==> config.mk <==
export PLATFORM = sky130hd
export DESIGN_NAME = pipeline_stall_ctrl
export DESIGN_NICKNAME = d
export VERILOG_FILES = /design/src/rtl/pipeline_stall_ctrl.sv
export SDC_FILE = /design/constraint.sdc
export NUM_CORES = 1
export LEC_CHECK = 0
export BUFFER_PORTS_ARGS = -buffer_cell sky130_fd_sc_hd__buf_2
export CORE_ASPECT_RATIO = 1.4
export CORE_UTILIZATION = 30
export CTS_BUF_LIST = sky130_fd_sc_hd__clkbuf_8 sky130_fd_sc_hd__clkbuf_16
export DETAILED_ROUTE_END_ITERATION = 7
export GPL_TIMING_DRIVEN = 0
export HOLD_SLACK_MARGIN = 0.02
export PLACE_DENSITY_LB_ADDON = 0.25
export SYNTH_ARGS = -nofsm -noshare
export SYNTH_HDL_FRONTEND = slang
export SYNTH_SLANG_ARGS = --single-unit
==> constraint.sdc <==
create_clock -name clk -period 2.75 [get_ports clk]
set_input_delay 0 -clock clk [delete_from_list [all_inputs] [get_ports clk]]
set_output_delay 0 -clock clk [all_outputs]
set_load 0.01 [all_outputs]
==> src/rtl/pipeline_stall_ctrl.sv <==
// Stall/flush controller for the 5-stage core. It turns hazard, EX redirect
// and memory-stall requests into per-stage write enables, IF/ID flushes and
// ID/EX bubbles. It also keeps saturating statistics and a sticky watchdog
// for stalls that never clear.
module pipeline_stall_ctrl #(
    parameter int FLUSH_CYCLES = 1,
    parameter int WDOG_LIMIT   = 1024,
    parameter int CNT_W        = 32
) (
    input  logic             clk,
    input  logic             rst_n,
    input  logic             hazard_i,
    input  logic             redirect_i,
    input  logic             ext_stall_i,
    output logic             pc_we_o,
    output logic             if_id_we_o,
    output logic             if_id_flush_o,
    output logic             id_ex_bubble_o,
    output logic             pipe_freeze_o,
    output logic [CNT_W-1:0] stall_cnt_o,
    output logic [CNT_W-1:0] flush_cnt_o,
    output logic             wdog_o
);

    localparam logic [1:0] ST_RUN   = 2'd0;
    localparam logic [1:0] ST_STALL = 2'd1;
    localparam logic [1:0] ST_FLUSH = 2'd2;

    // The consecutive-stall counter must be able to hold WDOG_LIMIT itself.
    localparam int         SC_W    = $clog2(WDOG_LIMIT + 1);
    localparam logic [SC_W-1:0] SC_MAX  = SC_W'(WDOG_LIMIT);
    localparam logic [SC_W-1:0] SC_TRIP = SC_W'(WDOG_LIMIT - 1);
    localparam logic [3:0] FL_INIT = 4'(FLUSH_CYCLES - 1);

    logic [1:0]       state_q, state_d;
    logic [3:0]       fcnt_q, fcnt_d;
    logic [SC_W-1:0]  consec_q, consec_d;
    logic [CNT_W-1:0] stall_cnt_q, stall_cnt_d;
    logic [CNT_W-1:0] flush_cnt_q, flush_cnt_d;
    logic             wdog_q, wdog_d;
    logic             pc_we, if_id_we, if_id_flush, id_ex_bubble, pipe_freeze;

    // Priority decode: memory stall freezes everything, then redirect, then
    // the remaining flush cycles, then hazard stall, else run.
    always_comb begin
        state_d      = state_q;
        fcnt_d       = fcnt_q;
        consec_d     = consec_q;
        stall_cnt_d  = stall_cnt_q;
        flush_cnt_d  = flush_cnt_q;
        wdog_d       = wdog_q;
        pc_we        = 1'b0;
        if_id_we     = 1'b0;
        if_id_flush  = 1'b0;
        id_ex_bubble = 1'b0;
        pipe_freeze  = 1'b0;
        if (ext_stall_i) begin
            // Everything holds; a pending redirect stays asserted by EX.
            pipe_freeze = 1'b1;
        end else if (redirect_i) begin
            pc_we        = 1'b1;
            if_id_we     = 1'b1;
            if_id_flush  = 1'b1;
            id_ex_bubble = 1'b1;
            consec_d     = '0;
            if (flush_cnt_q != '1) flush_cnt_d = flush_cnt_q + 1'b1;
            if (FLUSH_CYCLES == 1) begin
                state_d = ST_RUN;
                fcnt_d  = '0;
            end else begin
                state_d = ST_FLUSH;
                fcnt_d  = FL_INIT;
            end
        end else if (state_q == ST_FLUSH) begin
            // Hazard is irrelevant here: the ID instruction is being discarded.
            pc_we        = 1'b1;
            if_id_we     = 1'b1;
            if_id_flush  = 1'b1;
            id_ex_bubble = 1'b1;
            consec_d     = '0;
            if (fcnt_q <= 4'd1) begin
                state_d = ST_RUN;
                fcnt_d  = '0;
            end else begin
                fcnt_d = fcnt_q - 4'd1;
            end
        end else if (hazard_i) begin
            id_ex_bubble = 1'b1;
            state_d      = ST_STALL;
            if (stall_cnt_q != '1) stall_cnt_d = stall_cnt_q + 1'b1;
            if (consec_q >= SC_TRIP) wdog_d = 1'b1;
            if (consec_q != SC_MAX) consec_d = consec_q + 1'b1;
        end else begin
            pc_we    = 1'b1;
            if_id_we = 1'b1;
            state_d  = ST_RUN;
            consec_d = '0;
        end
    end

    // State and statistics registers; reset aborts any stall or flush.
    always_ff @(posedge clk or negedge rst_n) begin
        if (!rst_n) begin
            state_q     <= ST_RUN;
            fcnt_q      <= '0;
            consec_q    <= '0;
            stall_cnt_q <= '0;
            flush_cnt_q <= '0;
            wdog_q      <= 1'b0;
        end else begin
            state_q     <= state_d;
            fcnt_q      <= fcnt_d;
            consec_q    <= consec_d;
            stall_cnt_q <= stall_cnt_d;
            flush_cnt_q <= flush_cnt_d;
            wdog_q      <= wdog_d;
        end
    end

    // Control outputs are forced low while reset is held.
    assign pc_we_o        = rst_n & pc_we;
    assign if_id_we_o     = rst_n & if_id_we;
    assign if_id_flush_o  = rst_n & if_id_flush;
    assign id_ex_bubble_o = rst_n & id_ex_bubble;
    assign pipe_freeze_o  = rst_n & pipe_freeze;
    assign stall_cnt_o    = stall_cnt_q;
    assign flush_cnt_o    = flush_cnt_q;
    assign wdog_o         = wdog_q;

endmodule

==> results.cfg, run 1 <==
[status]
status = complete, but fails checks
violations = DRC

[detailed_routing]
drcViolationCount = 14
ant_nets = 0
first_pass_iters = 6
via_per_inst = 5.00
totalWireLength_um = 8960
drtIter0Drc = 127
via_count = 3054
post_drt_wl_per_cell_um = 14.7

[timing]
fin_skew_ns = 0.00779
drv_slew = 0
rsz0062_at_grt = false
hold_violations = 0
slew-limit-headroom_pct = 59.9
timing.final.crit_share_pct = 84.0
max_freq_ghz = 0.433
setup_tns_ns = 0
setup_viol = 0
worst_pin_slew_ns = 0.596
finalCriticalPeriod_ns = 2.31

[critical_path]
critPathRequiredTime_ns = 3.02
regToRegStartpoint = stall_cnt_o[0]$_DFFE_PN0P_
worstPathArrival_ns = 2.58
reg2reg_depth = 7
rrSetupSlack_ns = 0.44
worstSetupPathType = reg2reg
max_stage_delay_ns = 0.51
cp_max_fo = 10
path_cells = ha_1 > and4_2 > and2_1 > clkbuf_1 > a31oi_2 > nor3b_1 > xor2_1
cp-start-kind = flip-flop
path_delay_family = simple AND/OR/NAND/NOR gates
endpoint_kind = flip-flop
crit_slowest_cell = a31oi_2
regToRegEndpoint = stall_cnt_o[19]$_DFFE_PN0P_
path_buf_inv = 1

[synth]
synth_ff_type = dfrtp_1
synth_top_area_share_pct = 49.5
syn_area_um2 = 3840
ys_warn_count = 0
synth.avg_cell_area_um2 = 10.4
synth-seq-area-share_pct = 49.5
yosys-top-cells-area = dfrtp_1, xnor2_1, xor2_1, nand4_1, nand3_1
syn_nets = 378
yosysUniqueCellTypes = 46
synth_common_cells = dfrtp_1, xnor2_1, nand2_1
yosys.area.top_type = dfrtp_1
syn_inst = 369
synth-edff-count = 0
yosysMostFrequentCell = dfrtp_1
synth-seq-cells = 76
synthArstFlopShare_pct = 100

[finish]
syn_to_final_growth_pct = 24.0
final_nets = 465
drive_gt1_share_pct = 25.4
n_antenna_cell = 0
final_core_util_pct = 38.3

[grt]
gr-total-overflow = 0
grt_pass1_vias = 2946
grt_usage_pct = 14.2
grt_antenna_before_repair = 0
grt_max_degree = 64
grt_pass1_wl_um = 14700

[place]
portBuffers = 74
dp_hpwl_um = 6550
finalWeightedCongestion = 0.779

[floorplanning]
die_h_um = 136
die_area_um2 = 13300
die_x_um = 97.7
rows = 48
start_util_pct = 30.9
ios = 75
coreArea_um2 = 12400

[clock_tree]
clk_latency_ns = 0.34
cts-resized-gates = 0
h-tree-depth = 3
clock_sinks = 76
cts_buffer_depth = 2
cts_tree = done
cts_root_buf = clkbuf_16
numCtsBuffers = 9
clk_pin_slew_worst_paths_ns = 0.06

[power]
p_int_mw = 2.16
clkPwrFrac_pct = 44.3
seqPwrFrac_pct = 44.8
p_comb_share_pct = 11.0
switching_share_pct = 26.0
leakage_nw = 2.31
power_density_nw_per_um2 = 612
ir_drop_v = 0.000331
total_power_mw = 2.92
p_sw_mw = 0.757

[hold_path]
hp-class = in2async

[job]
maxCapViolCount = 0
[power by group through the flow]
stage               Clock [mW]  Combinational [mW]  Sequential (mW)
finish                    1.29               0.320             1.30
CTS                       1.33               0.331             1.31
detailed placement           0               0.328             1.33
global placement             0               0.315             1.32
global route              1.37               0.362             1.32
floorplan                    0               0.137             1.34
[cell type report]
type / instances / area [um^2]
fillers: 1248 / 7660
flip-flops and latches: 76 / 1900
multi-input cells: 280 / 1880
repair buffers: 76 / 410
clock buffers: 10 / 239
well taps: 150 / 188
clock inverters: 6 / 86.3
plain buffers: 6 / 35.0
inverters: 7 / 26.3
[state kept, by name, indices dropped and copies added (netlist names)]
register	count
consec_q	11
flush_cnt_o	32
stall_cnt_o	32
wdog_o	1
[cell usage in the layout (no fill, tap or decap), types with 3 or more instances in the layout]
| cell type | n |
|---|---|
| and4_1 | 7 |
| nand4_1 | 27 |
| buf_2 | 73 |
| inv_1 | 7 |
| nor4b_1 | 4 |
| o21ai_0 | 6 |
| mux2_2 | 4 |
| and2_1 | 5 |
| dfrtp_1 | 76 |
| nand2b_1 | 4 |
| a31oi_1 | 6 |
| xnor2_1 | 32 |
| buf_4 | 4 |
| and3_1 | 10 |
| nor2_1 | 30 |
| nor3_1 | 13 |
| clkbuf_16 | 9 |
| xor2_1 | 30 |
| nand3_1 | 28 |
| nor3b_1 | 4 |
| nand2_1 | 31 |
| ha_1 | 4 |
| nor4_1 | 3 |
[cells by family after synthesis]
logic type | after synthesis | synth area share [%]
AO/OA/AOI/OAI | 19 | 3.52
XOR/XNOR | 62 | 14.1
adder cells (fa/ha/maj) | 4 | 1.30
buffers and inverters | 13 | 1.60
flip-flops | 76 | 49.5
multiplexers | 5 | 1.56
AND/OR/NAND/NOR | 190 | 28.4
[through the flow]
| stage | worst slack, ns | hold WS, ns | instances | instance area, um^2 |
|---|---|---|---|---|
| floorplan | 0.709 | -0.296 | 369 | 3840 |
| global placement | 0.465 | 0.328 | 593 | 4400 |
| detailed placement | 0.412 | -0.110 | 594 | 4430 |
| CTS | 0.405 | 0.0594 | 611 | 4770 |
| global route | 0.296 | 0.0796 | 611 | 4770 |
| finish | 0.439 | 0.0653 | 611 | 4770 |
[layer usage]
metal	vias to the layer above	part of all wire (%)	track usage [%]
li1	1492	-	-
met1	1493	44	17.0
met2	55	50	24.1
met3	14	3.7	2.93
met4	0	2.2	7.07
met5	-	0	0
[worst max path at each step]
| stage | start | to | slack [ns] | depth (start not counted) |
|---|---|---|---|---|
| after floorplan | stall_cnt_o[0]$_DFFE_PN0P_ | stall_cnt_o[19]$_DFFE_PN0P_ | 0.71 | 7 |
| after global placement | stall_cnt_o[0]$_DFFE_PN0P_ | stall_cnt_o[19]$_DFFE_PN0P_ | 0.46 | 7 |
| after detailed placement | stall_cnt_o[0]$_DFFE_PN0P_ | stall_cnt_o[19]$_DFFE_PN0P_ | 0.41 | 7 |
| after CTS | stall_cnt_o[0]$_DFFE_PN0P_ | stall_cnt_o[19]$_DFFE_PN0P_ | 0.41 | 7 |
| after global routing | stall_cnt_o[0]$_DFFE_PN0P_ | stall_cnt_o[19]$_DFFE_PN0P_ | 0.30 | 7 |
| final | stall_cnt_o[0]$_DFFE_PN0P_ | stall_cnt_o[19]$_DFFE_PN0P_ | 0.44 | 7 |
[what timing repair did]
action | 4_1_cts | 5_1_grt
setup buffers | 0 | 0
hold buffers | 1 | 0
hold endpoints to repair | 76 | 0
No activity file was read; power rests on OpenSTA's default activity.
==> run 2, diff against run 1 <==
==> constraint.sdc (replaced) <==
create_clock -name clk -period 2.35 [get_ports clk]
set_input_delay 0 -clock clk [delete_from_list [all_inputs] [get_ports clk]]
set_output_delay 0 -clock clk [all_outputs]
set_load 0.01 [all_outputs]
==> results.cfg, run 2 (synthesis results as in run 1) <==
[critical_path]
cp-start-kind = flip-flop
path_cells = ha_1 > and4_2 > and2_1 > clkbuf_1 > a311oi_1 > nand3_1 > xnor2_1
regToRegEndpoint = stall_cnt_o[26]$_DFFE_PN0P_
worstPathArrival_ns = 2.42
critPathRequiredTime_ns = 2.58
worstSetupPathType = reg2reg
max_stage_delay_ns = 0.53
rrSetupSlack_ns = 0.16
crit_slowest_cell = a311oi_1
cp_max_fo = 6
reg2reg_depth = 7
regToRegStartpoint = stall_cnt_o[0]$_DFFE_PN0P_
endpoint_kind = flip-flop

[finish]
final_nets = 465
n_antenna_cell = 0
final_area_um2 = 4780
syn_to_final_growth_pct = 24.3
layout_commonest_cell = dfrtp_1
drive_gt1_share_pct = 25.4
final_cell_mix = dfrtp_1, buf_2, xnor2_1

[floorplanning]
die_x_um = 97.7
die_h_um = 136
ios = 75
start_util_pct = 30.9
die_area_um2 = 13300
rows = 48
coreArea_um2 = 12400

[power]
p_comb_share_pct = 11.0
p_int_mw = 2.53
seqPwrFrac_pct = 44.8
power_density_nw_per_um2 = 714
clkPwrFrac_pct = 44.2
switching_share_pct = 25.9
p_sw_mw = 0.885
leakage_nw = 2.31
ir_drop_v = 0.000388

[clock_tree]
cts_tree = done
post_cts_buffers = 0
h-tree-depth = 3
clk_latency_ns = 0.34
cts_root_buf = clkbuf_16
cts_buffer_depth = 2
numCtsBuffers = 9
clk_pin_slew_worst_paths_ns = 0.06
clock_sinks = 76

[detailed_routing]
ant_nets = 0
post_drt_wl_per_cell_um = 14.7
totalWireLength_um = 8970
drtIter0Drc = 128
drcViolationCount = 15
via_count = 3076
first_pass_iters = 6
via_per_inst = 5.03

[place]
dp_hpwl_um = 6550
pre_cts_ws_ns = 0.0118
post_dp_cell_area_um2 = 4430
portBuffers = 74
finalWeightedCongestion = 0.779

[timing]
finalCriticalPeriod_ns = 2.19
drv_slew = 0
max_freq_ghz = 0.457
setup_viol = 0
hold_violations = 0
fin_skew_ns = 0.00802
timing.final.crit_share_pct = 93.1
slew-limit-headroom_pct = 59.4
setup_tns_ns = 0
worst_slack_ns = 0.162
worst_pin_slew_ns = 0.605
rsz0062_at_grt = false

[status]
violations = DRC
status = complete, but fails checks

[grt]
grt_pass1_wl_um = 14700
gr-total-overflow = 0
grt_usage_pct = 14.2
grt_antenna_before_repair = 0
grt_max_degree = 64
grt_pass1_vias = 2946

[job]
maxCapViolCount = 0

[hold_path]
hp-class = in2async
-- run 2: cell counts in the layout (fill, tap and decap cells not counted) --
Identical to the previous run, type by type.
-- run 2: how the worst max path moves through the flow --
| stage | slack (ns) | to | depth (start not counted) | from |
|---|---|---|---|---|
| 2_1_floorplan | 0.31 | stall_cnt_o[19]$_DFFE_PN0P_ | 7 | stall_cnt_o[0]$_DFFE_PN0P_ |
| 4_1_cts | 0.005 | stall_cnt_o[19]$_DFFE_PN0P_ | 7 | stall_cnt_o[0]$_DFFE_PN0P_ |
| 6_report | 0.16 | stall_cnt_o[26]$_DFFE_PN0P_ | 7 | stall_cnt_o[0]$_DFFE_PN0P_ |
| 3_5_place_dp | 0.01 | stall_cnt_o[19]$_DFFE_PN0P_ | 7 | stall_cnt_o[0]$_DFFE_PN0P_ |
| 3_3_place_gp | 0.06 | stall_cnt_o[19]$_DFFE_PN0P_ | 7 | stall_cnt_o[0]$_DFFE_PN0P_ |
| 5_1_grt | 0.02 | stall_cnt_o[30]$_DFFE_PN0P_ | 7 | stall_cnt_o[0]$_DFFE_PN0P_ |
-- run 2: cell type report --
cell class,instances,area [um^2]
Timing Repair Buffer,76,410
Tap cell,150,188
Sequential cell,76,1900
Inverter,7,26.3
Clock buffer,10,239
Buffer,6,35.0
Fill cell,1247,7660
Multi-Input combinational cell,280,1890
Clock inverter,6,86.3
-- run 2: timing repair --
action / CTS / global route
hold buffers: 1 / 0
endpoints found under the setup margin: 0 / 2
gates resized for setup: 0 / 1
hold endpoints to repair: 76 / 0
-- run 2: metal layers --
metal	up-vias	track usage [%]	part of all wire, %
met2	56	24.1	50
met3	14	2.93	4.0
met4	0	7.07	2.2
li1	1492	-	-
met1	1514	17.0	43
met5	-	0	0
-- run 2: power groups by stage --
stage | Clock (mW) | Combinational, mW | Sequential, mW
finish | 1.51 | 0.375 | 1.53
CTS | 1.56 | 0.387 | 1.53
global placement | 0 | 0.369 | 1.55
global route | 1.60 | 0.424 | 1.55
floorplan | 0 | 0.161 | 1.57
detailed placement | 0 | 0.383 | 1.55
-- run 2: stage by stage --
step	util, %	hold slack, ns	instances	power [mW]
after floorplan	-	-0.296	369	1.73
after global placement	35.4	0.328	593	1.92
after detailed placement	35.6	-0.110	594	1.93
after CTS	38.3	0.0594	611	3.48
after global routing	38.4	0.0796	611	3.57
final	38.4	0.0663	611	3.41
-- run 2: critical path: cells and delay by family (launching register included) --
| kind | cells | cell delay [ns] |
|---|---|---|
| buf+inv | 1 | 0.18 |
| simple gates | 3 | 0.57 |
| xor+xnor | 1 | 0.14 |
| fa+ha+maj | 1 | 0.24 |
| compound gates | 1 | 0.53 |
| flops | 1 | 0.41 |
==> run 3, diff against run 2 <==
--- a/config.mk
+++ b/config.mk
@@ -5,6 +5,7 @@
 export SDC_FILE = /design/constraint.sdc
 export NUM_CORES = 1
 export LEC_CHECK = 0
+export ABC_AREA = 1
 export BUFFER_PORTS_ARGS = -buffer_cell sky130_fd_sc_hd__buf_2
 export CORE_ASPECT_RATIO = 1.4
 export CORE_UTILIZATION = 30
==> constraint.sdc (replaced) <==
create_clock -name clk -period 2.3 [get_ports clk]
set_input_delay 0 -clock clk [delete_from_list [all_inputs] [get_ports clk]]
set_output_delay 0 -clock clk [all_outputs]
set_load 0.01 [all_outputs]
==> results.cfg, run 3 <==
[finish]
drive_gt1_share_pct = 14.1
final_area_um2 = 6080
n_antenna_cell = 0
layout_commonest_cell = nand2_1
syn_to_final_growth_pct = 19.1
final_nets = 876
final_cell_mix = nand2_1, nor2_1, buf_2, dfrtp_1, inv_1
final_core_util_pct = 36.5

[timing]
max_freq_ghz = 0.534
slew-limit-headroom_pct = 69.0
hold_violations = 0
fin_skew_ns = 0.00555
timing.final.crit_share_pct = 81.5
rsz0062_at_grt = false
setup_tns_ns = 0
setup_viol = 0
worst_pin_slew_ns = 0.465
finalCriticalPeriod_ns = 1.87
drv_slew = 0

[power]
clkPwrFrac_pct = 42.0
p_comb_share_pct = 13.6
seqPwrFrac_pct = 44.4
power_density_nw_per_um2 = 577
switching_share_pct = 28.4
leakage_nw = 3.03
p_sw_mw = 0.997
p_int_mw = 2.51
ir_drop_v = 0.000300

[critical_path]
worstPathArrival_ns = 2.11
critPathRequiredTime_ns = 2.53
endpoint_kind = flip-flop
cp-start-kind = flip-flop
worstSetupPathType = reg2reg
reg2reg_depth = 10
cp_max_fo = 5

[status]
status = complete, but fails checks
violations = DRC

[floorplanning]
die_area_um2 = 17600
die_h_um = 156
start_util_pct = 30.6
ios = 75
coreArea_um2 = 16700
rows = 56
die_x_um = 112

[place]
post_dp_cell_area_um2 = 5760
dp_hpwl_um = 11000
portBuffers = 73
finalWeightedCongestion = 0.893

[detailed_routing]
post_drt_wl_per_cell_um = 13.5
drtIter0Drc = 254
via_count = 4950
totalWireLength_um = 14500
ant_nets = 0
via_per_inst = 4.60
drcViolationCount = 7
first_pass_iters = 7

[synth]
ys_warn_count = 0
synthArstFlopShare_pct = 100
synth-seq-area-share_pct = 37.2
yosysMostFrequentCell = nand2_1
syn_nets = 789
synth-edff-count = 0
synth.avg_cell_area_um2 = 6.55
yosys-top-cells-area = dfrtp_1, nand2_1, nor2_1, nand3b_1, inv_1
synth-seq-cells = 76
synth_ff_type = dfrtp_1
syn_inst = 780
yosys.area.top_type = dfrtp_1
synth_top_area_share_pct = 37.2
yosysUniqueCellTypes = 30
synth_common_cells = nand2_1, nor2_1, dfrtp_1
syn_area_um2 = 5110

[grt]
grt_pass1_wl_um = 23800
gr-total-overflow = 0
grt_antenna_before_repair = 0
grt_usage_pct = 17.5
grt_use_met2_pct = 33.5
met3_usage_pct = 2.71
gr-usage-met1_pct = 19.0
grt-busiest-layer = met2
grt_pass1_vias = 4771
grt_max_degree = 55

[clock_tree]
clk_pin_slew_worst_paths_ns = 0.06
post_cts_buffers = 0
cts_tree = done
numCtsBuffers = 9
clock_sinks = 76
cts_root_buf = clkbuf_16
cts-resized-gates = 0
clk_latency_ns = 0.34
h-tree-depth = 3
cts_buffer_depth = 2

[hold_path]
hp-class = in2async

[job]
maxCapViolCount = 0
-- run 3: cell families after synthesis --
| group | after synthesis | synth area share (%) |
|---|---|---|
| buf+inv | 71 | 6.42 |
| simple gates | 574 | 47.7 |
| fa+ha+maj | 4 | 0.980 |
| xor+xnor | 30 | 5.15 |
| flops | 76 | 37.2 |
| compound gates | 25 | 2.55 |
-- run 3: layout make-up --
type / count / area [um^2]
flip-flops and latches: 76 / 1900
inverters: 57 / 214
clock buffers: 11 / 253
fillers: 1845 / 10600
well taps: 203 / 254
plain buffers: 14 / 114
clock inverters: 5 / 51.3
repair buffers: 76 / 415
multi-input cells: 633 / 2880
-- run 3: power by group through the flow --
stage	combinational, mW	clock [mW]	sequential, mW
after floorplan	0.267	0	1.59
after global placement	0.477	0	1.58
after detailed placement	0.487	0	1.59
after CTS	0.492	1.52	1.56
after global routing	0.554	1.58	1.57
final	0.477	1.48	1.56
-- run 3: per-stage QoR --
| step | hold slack (ns) | setup slack (ns) | cells | power (mW) |
|---|---|---|---|---|
| floorplan | -0.296 | 0.667 | 780 | 1.86 |
| global placement | 0.340 | 0.114 | 1056 | 2.06 |
| detailed placement | -0.0452 | 0.423 | 1057 | 2.07 |
| CTS | 0.123 | 0.404 | 1075 | 3.58 |
| global route | 0.145 | 0.188 | 1075 | 3.70 |
| finish | 0.122 | 0.426 | 1075 | 3.51 |
-- run 3: routing by layer --
metal  up-vias  wire length (um)
li1       2582                 -
met4         0               305
met5         -                 0
met2        92              7850
met1      2260              5860
met3        16               462
-- run 3: worst max-delay path: stages, from the launching register on --
cell and delay, ns:
dfrtp_1 0.41, ha_1 0.26, inv_1 0.07, nor2_2 0.15, nand2_2 0.10, nor2_1 0.38
nand2_1 0.09, nor2_1 0.14, nand2_1 0.07, nand2_1 0.06, nand2_1 0.05
-- run 3: final timing paths --
kind	to	slack [ns]	start
worst max-delay path	stall_cnt_o[18]$_DFFE_PN0P_	0.43	stall_cnt_o[0]$_DFFE_PN0P_
worst min-delay path	flush_cnt_o[25]$_DFFE_PN0P_	0.12	rst_n
worst max register to register	stall_cnt_o[18]$_DFFE_PN0P_	0.43	stall_cnt_o[0]$_DFFE_PN0P_
worst min register to register	wdog_o$_DFFE_PN0P_	0.49	wdog_o$_DFFE_PN0P_
max in group asynchronous	stall_cnt_o[31]$_DFFE_PN0P_	1.57	rst_n
min in group clk	consec_q[10]$_DFFE_PN0P_	0.13	ext_stall_i
-- run 3: timing repair --
action                                  CTS  global route
hold endpoints to repair                 82             0
endpoints found under the setup margin    0             0
hold buffers                              2             0
